$ cat config.mk
export PLATFORM = sky130hd
export DESIGN_NAME = msrv32_instr_fetch
export DESIGN_NICKNAME = d
export VERILOG_FILES = /design/src/rtl/msrv32_pkg.sv /design/src/rtl/msrv32_fetch_fifo.sv /design/src/rtl/msrv32_instr_fetch.sv
export SDC_FILE = /design/constraint.sdc
export NUM_CORES = 1
export LEC_CHECK = 0
export BUFFER_PORTS_ARGS = -buffer_cell sky130_fd_sc_hd__buf_4
export CORE_ASPECT_RATIO = 0.5
export CORE_MARGIN = 10
export CORE_UTILIZATION = 30
export CTS_CLUSTER_DIAMETER = 120
export CTS_CLUSTER_SIZE = 12
export DETAILED_ROUTE_END_ITERATION = 10
export MAX_ROUTING_LAYER = met4
export PLACE_DENSITY = 0.54
export REMOVE_ABC_BUFFERS = 1
export SYNTH_ARGS = -nofsm -noshare
export SYNTH_HDL_FRONTEND = slang
export SYNTH_SLANG_ARGS = --single-unit
export TNS_END_PERCENT = 5
$ cat constraint.sdc
create_clock -name clk_in -period 9.94 [get_ports clk_in]
set_input_delay 0.497 -clock clk_in [delete_from_list [all_inputs] [get_ports clk_in]]
set_output_delay 0.497 -clock clk_in [all_outputs]
set_load 0.05 [all_outputs]
$ cat src/rtl/msrv32_pkg.sv
// Shared constants and types for the msrv32 front end.
//   XLEN          : datapath width
//   NOP_INSTR     : addi x0,x0,0 -- the bubble the fetch unit and the
//                   instruction mux flush path both insert
//   RESET_PC      : default boot address
//   fetch_entry_t : {pc, instr} pair held in the fetch buffer
//   word_align()  : clears the byte-offset bits of an address
package msrv32_pkg;

   localparam int XLEN = 32;

   localparam logic [XLEN-1:0] NOP_INSTR = 32'h0000_0013;
   localparam logic [XLEN-1:0] RESET_PC  = 32'h0000_0000;

   typedef struct packed {
      logic [XLEN-1:0] pc;
      logic [XLEN-1:0] instr;
   } fetch_entry_t;

   function automatic logic [XLEN-1:0] word_align(input logic [XLEN-1:0] addr);
      return {addr[XLEN-1:2], 2'b00};
   endfunction

endpackage

$ cat src/rtl/msrv32_fetch_fifo.sv
// Small synchronous FIFO of {pc, instr} pairs between the instruction
// memory response port and the decode-facing output register.
//   clk, rst            : clock, synchronous active-high reset
//   clear               : synchronous flush; wins over push/pop
//   push, push_pc,
//   push_instr          : write one entry
//   pop                 : drop the head entry
//   head_pc, head_instr : current head (valid when !empty)
//   count, empty, full  : occupancy
module msrv32_fetch_fifo
   import msrv32_pkg::*;
#(
   parameter int DEPTH = 2
) (
   input  logic                   clk,
   input  logic                   rst,
   input  logic                   clear,
   input  logic                   push,
   input  logic [XLEN-1:0]        push_pc,
   input  logic [XLEN-1:0]        push_instr,
   input  logic                   pop,
   output logic [XLEN-1:0]        head_pc,
   output logic [XLEN-1:0]        head_instr,
   output logic [$clog2(DEPTH):0] count,
   output logic                   empty,
   output logic                   full
);

   localparam int AW = $clog2(DEPTH);
   localparam int CW = AW + 1;

   fetch_entry_t  mem [DEPTH];
   logic [AW-1:0] rd_ptr;
   logic [AW-1:0] wr_ptr;

   // DEPTH is a power of two, so the pointers wrap on their own.
   always_ff @(posedge clk) begin
      if (rst || clear) begin
         rd_ptr <= '0;
         wr_ptr <= '0;
         count  <= '0;
      end else begin
         if (push) wr_ptr <= wr_ptr + AW'(1);
         if (pop)  rd_ptr <= rd_ptr + AW'(1);
         case ({push, pop})
            2'b10:   count <= count + CW'(1);
            2'b01:   count <= count - CW'(1);
            default: ;
         endcase
      end
   end

   always_ff @(posedge clk) begin
      if (push && !clear && !rst) begin
         mem[wr_ptr] <= '{pc: push_pc, instr: push_instr};
      end
   end

   assign head_pc    = mem[rd_ptr].pc;
   assign head_instr = mem[rd_ptr].instr;
   assign empty      = (count == '0);
   assign full       = (count == CW'(DEPTH));

endmodule

$ cat src/rtl/msrv32_instr_fetch.sv
// Instruction fetch front end. Streams sequential word requests to
// instruction memory (req/gnt/rvalid), buffers the in-order responses and
// presents one instruction per cycle with its PC to decode. A redirect
// squashes the stream: buffered words are cleared and responses to
// requests already in flight are counted off and dropped.
//   clk_in, rst_in                  : clock, synchronous active-high reset
//   redirect_in, redirect_pc_in     : restart fetch at a new address
//   stall_in                        : decode stalled, hold outputs
//   imem_req_out, imem_addr_out,
//   imem_gnt_in                     : request channel
//   imem_rvalid_in, imem_rdata_in   : response channel
//   instr_out, pc_out, flush_out    : to the instruction mux
module msrv32_instr_fetch
   import msrv32_pkg::*;
#(
   parameter logic [XLEN-1:0] BOOT_ADDR = RESET_PC,
   parameter int              DEPTH     = 2
) (
   input  logic            clk_in,
   input  logic            rst_in,
   input  logic            redirect_in,
   input  logic [XLEN-1:0] redirect_pc_in,
   input  logic            stall_in,
   output logic            imem_req_out,
   output logic [XLEN-1:0] imem_addr_out,
   input  logic            imem_gnt_in,
   input  logic            imem_rvalid_in,
   input  logic [XLEN-1:0] imem_rdata_in,
   output logic [XLEN-1:0] instr_out,
   output logic [XLEN-1:0] pc_out,
   output logic            flush_out
);

   localparam int            CW      = $clog2(DEPTH) + 1;
   localparam logic [CW:0]   CREDITS = (CW+1)'(DEPTH);

   logic [CW-1:0]   outstanding;
   logic [CW-1:0]   discard;
   logic [CW-1:0]   fifo_count;
   logic [XLEN-1:0] req_addr;
   logic [XLEN-1:0] rsp_addr;
   logic [XLEN-1:0] head_pc;
   logic [XLEN-1:0] head_instr;
   logic            fifo_empty;
   logic            fifo_full;
   logic            grant;
   logic            push;
   logic            pop;
   logic [CW-1:0]   gnt_inc;
   logic [CW-1:0]   rsp_dec;
   logic [CW:0]     occupancy;

   assign grant   = imem_req_out & imem_gnt_in;
   assign gnt_inc = {{(CW-1){1'b0}}, grant};
   assign rsp_dec = {{(CW-1){1'b0}}, imem_rvalid_in};

   // Only responses to live requests enter the buffer; the full guard is
   // defensive, credit accounting keeps it from ever firing.
   assign push = imem_rvalid_in & (discard == '0) & !redirect_in & !fifo_full;
   assign pop  = !redirect_in & !stall_in & !fifo_empty;

   // A word leaving the buffer this cycle frees its slot immediately, which
   // is what lets a two-entry buffer sustain one instruction per cycle.
   assign occupancy    = {1'b0, outstanding} + {1'b0, fifo_count} - {{CW{1'b0}}, pop};
   assign imem_req_out = !rst_in & !redirect_in & (occupancy < CREDITS);
   assign imem_addr_out = req_addr;

   msrv32_fetch_fifo #(
      .DEPTH (DEPTH)
   ) u_fifo (
      .clk        (clk_in),
      .rst        (rst_in),
      .clear      (redirect_in),
      .push       (push),
      .push_pc    (rsp_addr),
      .push_instr (imem_rdata_in),
      .pop        (pop),
      .head_pc    (head_pc),
      .head_instr (head_instr),
      .count      (fifo_count),
      .empty      (fifo_empty),
      .full       (fifo_full)
   );

   // rsp_addr tracks the address of the oldest live outstanding request;
   // requests are strictly sequential between redirects, so it only needs
   // to advance by one word per accepted response.
   always_ff @(posedge clk_in) begin
      if (rst_in) begin
         outstanding <= '0;
         discard     <= '0;
         req_addr    <= word_align(BOOT_ADDR);
         rsp_addr    <= word_align(BOOT_ADDR);
         instr_out   <= NOP_INSTR;
         pc_out      <= BOOT_ADDR;
         flush_out   <= 1'b1;
      end else if (redirect_in) begin
         // Everything still in flight is stale; a response arriving right
         // now is one of them and is consumed here.
         req_addr    <= word_align(redirect_pc_in);
         rsp_addr    <= word_align(redirect_pc_in);
         outstanding <= outstanding - rsp_dec;
         discard     <= outstanding - rsp_dec;
         instr_out   <= NOP_INSTR;
         flush_out   <= 1'b1;
      end else begin
         if (grant) req_addr <= req_addr + 32'd4;
         outstanding <= outstanding + gnt_inc - rsp_dec;
         if (imem_rvalid_in) begin
            if (discard != '0) discard  <= discard - CW'(1);
            else               rsp_addr <= rsp_addr + 32'd4;
         end
         if (!stall_in) begin
            if (pop) begin
               instr_out <= head_instr;
               pc_out    <= head_pc;
               flush_out <= 1'b0;
            end else begin
               instr_out <= NOP_INSTR;
               flush_out <= 1'b1;
            end
         end
      end
   end

endmodule

==> impl_results.md, run 1 <==
- # rows: 47
- Dominant cell type by area after synthesis: edfxtp_1
- Total CTS buffers: 25
- Cell Area, Placed: 0.0120 mm2
- Final instance area: between 0.01 and 0.015 mm2
- Top Ports: 168
- Critical R2R Capture: outstanding[1]
- Endpoints failing setup: 0
- Wire per inst: between 15 and 20 um
- Post-synth top flop: dfxtp_1
- Worst Hold Class: in2reg
- Die width: 282 um
- Seq cells post-synth: 256
- Power Total: 2.24 mW
- Gpl congestion: 0.784
- Post-place setup slack: approximately 5700 ps
- Delay-heaviest family, CP: adder cells
- Average size of a mapped cell: around 12 um2
- Antenna Nets Post-Route: 0
- Mapped Cells: 879
- Final core occ: 37.8%
- Leakage: 4.35 nW
- Worst Path Arrival: 4100 ps
- Gr usage total: 13.2%
- Hold slack: 155 ps
- Die area: 0.0426 mm2
- Crit path max-delay cell type: fa_1
- Post-synth EDFFs: around 120
- Pwr dens: 177 mW/mm2
- Final wirelength: 28300 um
- Largest net degree at the start of global routing: between 60 and 70
- Crit Path Class: reg2reg
- Placed wire-length estimate: 19000 um
- Post-synthesis sequential area ratio: between 60% and 70%
- Clk slew on worst S/H paths: 60 ps
- R2R Path Start: u_fifo.count[1]
- Distinct cell type count after synthesis: 56
- Synth Warn #: 0
- Worst slew margin: between 20% and 30%
- CP endpoint kind: register
- Final net count: 1105
- Most common cell after layout, fill and taps aside: buf_4
- Max FO, Critical Path: 28
- Clock buffer depth: 3
- Hold Crit Start: imem_rdata_in[0]
- Overflow after GRT: 0
- Most frequent cells in the layout: buf_4, dfxtp_1, edfxtp_1
- DR pass1 iterations: 5
- Initial antenna violation count: 0
- Die Ht: 151 um
- RSZ-0062 raised after global routing: no
- Slowest cell delay on critical path: 510 ps
- DRT iter0 DRCs: 423
- Number of diodes: 0
- Post-route minimum period: 3700 ps
- Cells after DPL: 1439
- FMAX: roughly 0.27 GHz
- Root Buffer: clkbuf_16
- CTS Sinks: between 200 and 300
- Async SR Flop Fraction: 0%
- First-pass GRT wire length: around 43000 um
- Clock Skew: roughly 19 ps
- Drt via density: 4.95
- Cts hold-fix bufs: 0
- Max-slew violation total from the final report: 0
- Layout area overhead: 22.7%
- Tcrit/Tclk final: 37.3%
- Peak supply drop: 81.6 uV
- Postcts setup bufs: 0
- Port Buffers: 161
- CP required: 10340 ps
- Vias: 7338
- CP bufs+invs: 2
- DRC errors left: 0
- Hold EP: u_fifo.mem[0][0]
- Core area: 0.0335 mm2
- Post-route setup TNS: 0 ps
- Crit path top cell by count: ha_1
- CP Launch Type: register
- Final WS setup: 6240 ps
- Initial core utilization: a little under a third
- Worst Hold Depth: 1
- Reg2Reg Setup Slack: 6240 ps
- Total of max-cap violations: 0
- Share of the synthesized area in the top cell type: a little over a third
- Hold Fails Final Rpt: 0
- H-tree Lvls: 1
- Synth top area cells: edfxtp_1, dfxtp_1, nor2_1, a211oi_1, mux2i_1
- TritonCTS clock tree: done
- Cell Chain, Critical Path: o21bai_1, nor2_4, ha_1, nand2b_1, fa_1, nand2_1, nor3_4, inv_2, ha_1, inv_1, ha_1, xnor2_1, o21ai_0, xnor2_1, nor2_1
- CTS resizes: 0
- Share of cells above drive strength 1: 23.0%
- Mapped Area: between 0.01 and 0.015 mm2
- Latest clock arrival within the worst-skew pair: 530 ps
- Worst-Margin Slew: around 1100 ps
- Outcome: completed
- Non-Filler Instances: between 1000 and 1500
- FF-to-FF path depth: 15
- Vias in the first global route: 7322
state kept, by name (all words and copies together) (netlist names), named ones only:
| name | flops |
|---|---|
| u_fifo.count | 2 |
| rsp_addr | 30 |
| outstanding | 2 |
| pc_out | 30 |
| u_fifo.wr_ptr | 1 |
| flush_out | 1 |
| discard | 2 |
| imem_addr_out | 30 |
| u_fifo.mem | 124 |
| instr_out | 32 |
| u_fifo.rd_ptr | 1 |
power breakdown:
group          internal (mW)  leakage, nW  total (mW)  switching, mW
Combinational         0.0748         1.81       0.209          0.134
Sequential              1.14         2.21        1.17         0.0333
Clock                  0.471        0.334       0.857          0.386
how the worst max path moves through the flow:
stage | end | cells after the start | from | slack (ps)
final | outstanding[1] | 15 | u_fifo.count[1] | 6240
after global routing | outstanding[1] | 15 | u_fifo.count[1] | 6020
after CTS | outstanding[1] | 15 | u_fifo.count[1] | 6230
after detailed placement | outstanding[1] | 16 | stall_in | 5710
after global placement | outstanding[1] | 16 | stall_in | 5750
after floorplan | u_fifo.mem[1][0] | 3 | redirect_in | 3100
area by class of cell:
class | instances | area, um2
fill | 3259 | 20800
sequential | 256 | 6370
multi-input combinational | 549 | 3660
timing repair buffer | 171 | 1280
clock buffer | 43 | 693
tap | 441 | 552
inverter | 22 | 82.6
clock inverter | 1 | 8.76
metal layers:
layer / GRT usage (%) / share of wire [%]
met1: 14.5 / 41
met2: 24.4 / 54
met3: 2.07 / 3.1
met4: 3.94 / 2.7
met5: - / 0
cells in the mapped netlist (23+ instances only):
master	count
dfxtp_1	132
edfxtp_1	124
nor2_1	96
a211oi_1	46
nand2_1	44
clkbuf_1	43
mux2i_1	34
a21oi_1	31
a22oi_1	30
mux2_2	30
xnor2_1	30
nand3_1	25
xor2_1	23
kinds of logic (layout without fill, tap and decap cells):
group                    count (synthesis)  in the layout  share of synthesized area [%]
multiplexers                            64             64                           6.58
XOR/XNOR                                53             53                           4.50
adder cells (fa/ha/maj)                 10             10                           1.29
AND/OR/NAND/NOR                        253            253                           12.1
AO/OA/AOI/OAI                          165            165                           10.8
flip-flops                             256            256                           61.7
other                                    1              4                         0.0364
buffers and inverters                   77            237                           2.99
(Power assumes the default switching activity.)
==> run 2, diff against run 1 <==
Clock period 9.94 ns to 3.45 ns, I/O delays scaled along.
==> impl_results.md, run 2 (synthesis gave the netlist of run 1 again) <==
- Cell Chain, Critical Path: o21bai_1, nor2_4, ha_1, nand2b_1, fa_1, nand2_1, nor3_4, inv_2, ha_1, inv_1, ha_1, xnor2_1, o21ai_0, xnor2_1, nor2_1
- Antenna Nets Post-Route: 0
- Worst-Margin Slew: approximately 1100 ps
- Final net count: roughly 1200
- Clk slew on worst S/H paths: 60 ps
- CP Launch Type: register
- Post-place setup slack: 293 ps
- FMAX: between 0.3 and 0.4 GHz
- Vias in the first global route: 7785
- Placed wire-length estimate: 19200 um
- Crit path top cell by count: ha_1
- CP endpoint kind: register
- CP required: 3850 ps
- Reg2Reg Setup Slack: 300 ps
- R2R Path Start: u_fifo.count[1]
- Postcts setup bufs: 0
- Root Buffer: clkbuf_16
- Max-slew violation total from the final report: 0
- FF-to-FF path depth: 15
- Hold Crit Start: redirect_pc_in[12]
- Hold EP: rsp_addr[12]
- Largest net degree at the start of global routing: 94
- Gpl congestion: 0.819
- H-tree Lvls: 1
- Peak supply drop: 209 uV
- Critical R2R Capture: outstanding[1]
- Top Ports: roughly 170
- Post-route setup TNS: 0 ps
- Top reg by flops: u_fifo.mem
- Endpoints failing setup: 0
- Latest clock arrival within the worst-skew pair: 530 ps
- Slowest cell delay on critical path: 520 ps
- Final wirelength: 28800 um
- Max FFs per register: 124
- Pwr dens: 492 mW/mm2
- Tcrit/Tclk final: 91.4%
- First-pass GRT wire length: 44800 um
- Filler Cells Inserted: around 3200
- Crit path max-delay cell type: fa_1
- Crit Path Class: reg2reg
- Total of max-cap violations: 0
- RSZ-0062 raised after global routing: no
- Worst Path Arrival: about 3600 ps
- Hold Fails Final Rpt: 0
- Share of cells above drive strength 1: 22.4%
- DRT iter0 DRCs: between 400 and 500
- Clock buffer depth: 3
- Worst Hold Depth: 4
- Worst Setup SP: u_fifo.count[1]
- Worst Hold Class: in2reg
- DR pass1 iterations: 6
- Vias: 7514
- Post-route minimum period: 3150 ps
- Initial antenna violation count: 1
- # rows: 47
- DRC errors left: 0
- Clock Skew: 14.1 ps
- Top Registers: u_fifo.mem: 124 flops, instr_out: 32 flops
- Layout area overhead: 28.6%
- Port Buffers: around 160
- Max FO, Critical Path: 6
- Power Total: 6.52 mW
- Number of diodes: 0
- TritonCTS clock tree: done
- Leakage: about 4.6 nW
- Outcome: completed
- CTS Sinks: 256
- Core area: between 0.03 and 0.04 mm2
- Die Ht: ~150 um
- Gr usage total: 13.7%
- Final WS setup: ~300 ps
- Wire per inst: 18.6 um
- Total CTS buffers: 25
- Most frequent cells in the layout: buf_4, dfxtp_1, edfxtp_1
- Die width: 282 um
- Worst slew margin: 29.1%
- Overflow after GRT: 0
- Initial core utilization: a little under a third
- Die area: 0.0426 mm2
- Drt via density: between 4 and 5
- Most common cell after layout, fill and taps aside: buf_4
[run 2: changes by cell type in the layout (fill, tap and decap cells not counted)]
cell,delta
buf_4,+7
dlygate4sd3_1,+55
clkbuf_1,+1
[run 2: where the power goes]
group | switching [mW] | internal, mW
registers | 0.0938 | 3.28
clock network | 1.12 | 1.36
logic | 0.402 | 0.261
total | 1.62 | 4.90
[run 2: worst max-delay path by stage]
| stage | slack (ps) | endpoint |
|---|---|---|
| after floorplan | -3070 | u_fifo.mem[1][0] |
| after global placement | 300 | outstanding[1] |
| after detailed placement | 290 | outstanding[1] |
| after CTS | 270 | outstanding[1] |
| after global routing | 60 | outstanding[1] |
| final | 300 | outstanding[1] |
[run 2: timing repair]
item,CTS,global route
hold endpoints to repair,106,0
gates resized for setup,0,0
hold buffers,55,0
[run 2: critical path, delay by kind of cell, from the launching register on]
kind / cells / cell delay, ps
adders and majority gates: 4 / 1210
and+or+nand+nor: 5 / 590
AOI/OAI and AO/OA: 2 / 510
DFF: 1 / 360
xor gates and xnor gates: 2 / 260
buffers and inverters: 2 / 90
[run 2: layout make-up]
| type | instances | area [um2] | area share [%] |
|---|---|---|---|
| tap | 441 | 552 | 4.16 |
| sequential | 256 | 6370 | 48.0 |
| multi-input combinational | 549 | 3660 | 27.6 |
| inverter | 22 | 82.6 | 0.623 |
| clock inverter | 1 | 8.76 | 0.0660 |
| clock buffer | 44 | 697 | 5.26 |
| timing repair buffer | 233 | 1890 | 14.2 |
[run 2: metrics by stage]
| step | utilization (%) | hold slack, ps | std cells | instance area [um2] |
|---|---|---|---|---|
| finish | 39.6 | 44.0 | 1546 | 13300 |
| floorplan | - | 242 | 827 | 10100 |
| global route | 39.6 | 30.4 | 1546 | 13300 |
| global placement | 35.9 | 358 | 1446 | 12000 |
| CTS | 39.6 | 11.5 | 1546 | 13300 |
| detailed placement | 35.9 | 360 | 1446 | 12000 |
[run 2: layer usage]
metal	vias up	track usage [%]	part of all wire, %
li1	3651	-	-
met1	3672	15.1	40
met2	130	25.4	54
met3	61	2.17	3.4
met4	0	4.26	3.1
met5	-	-	0
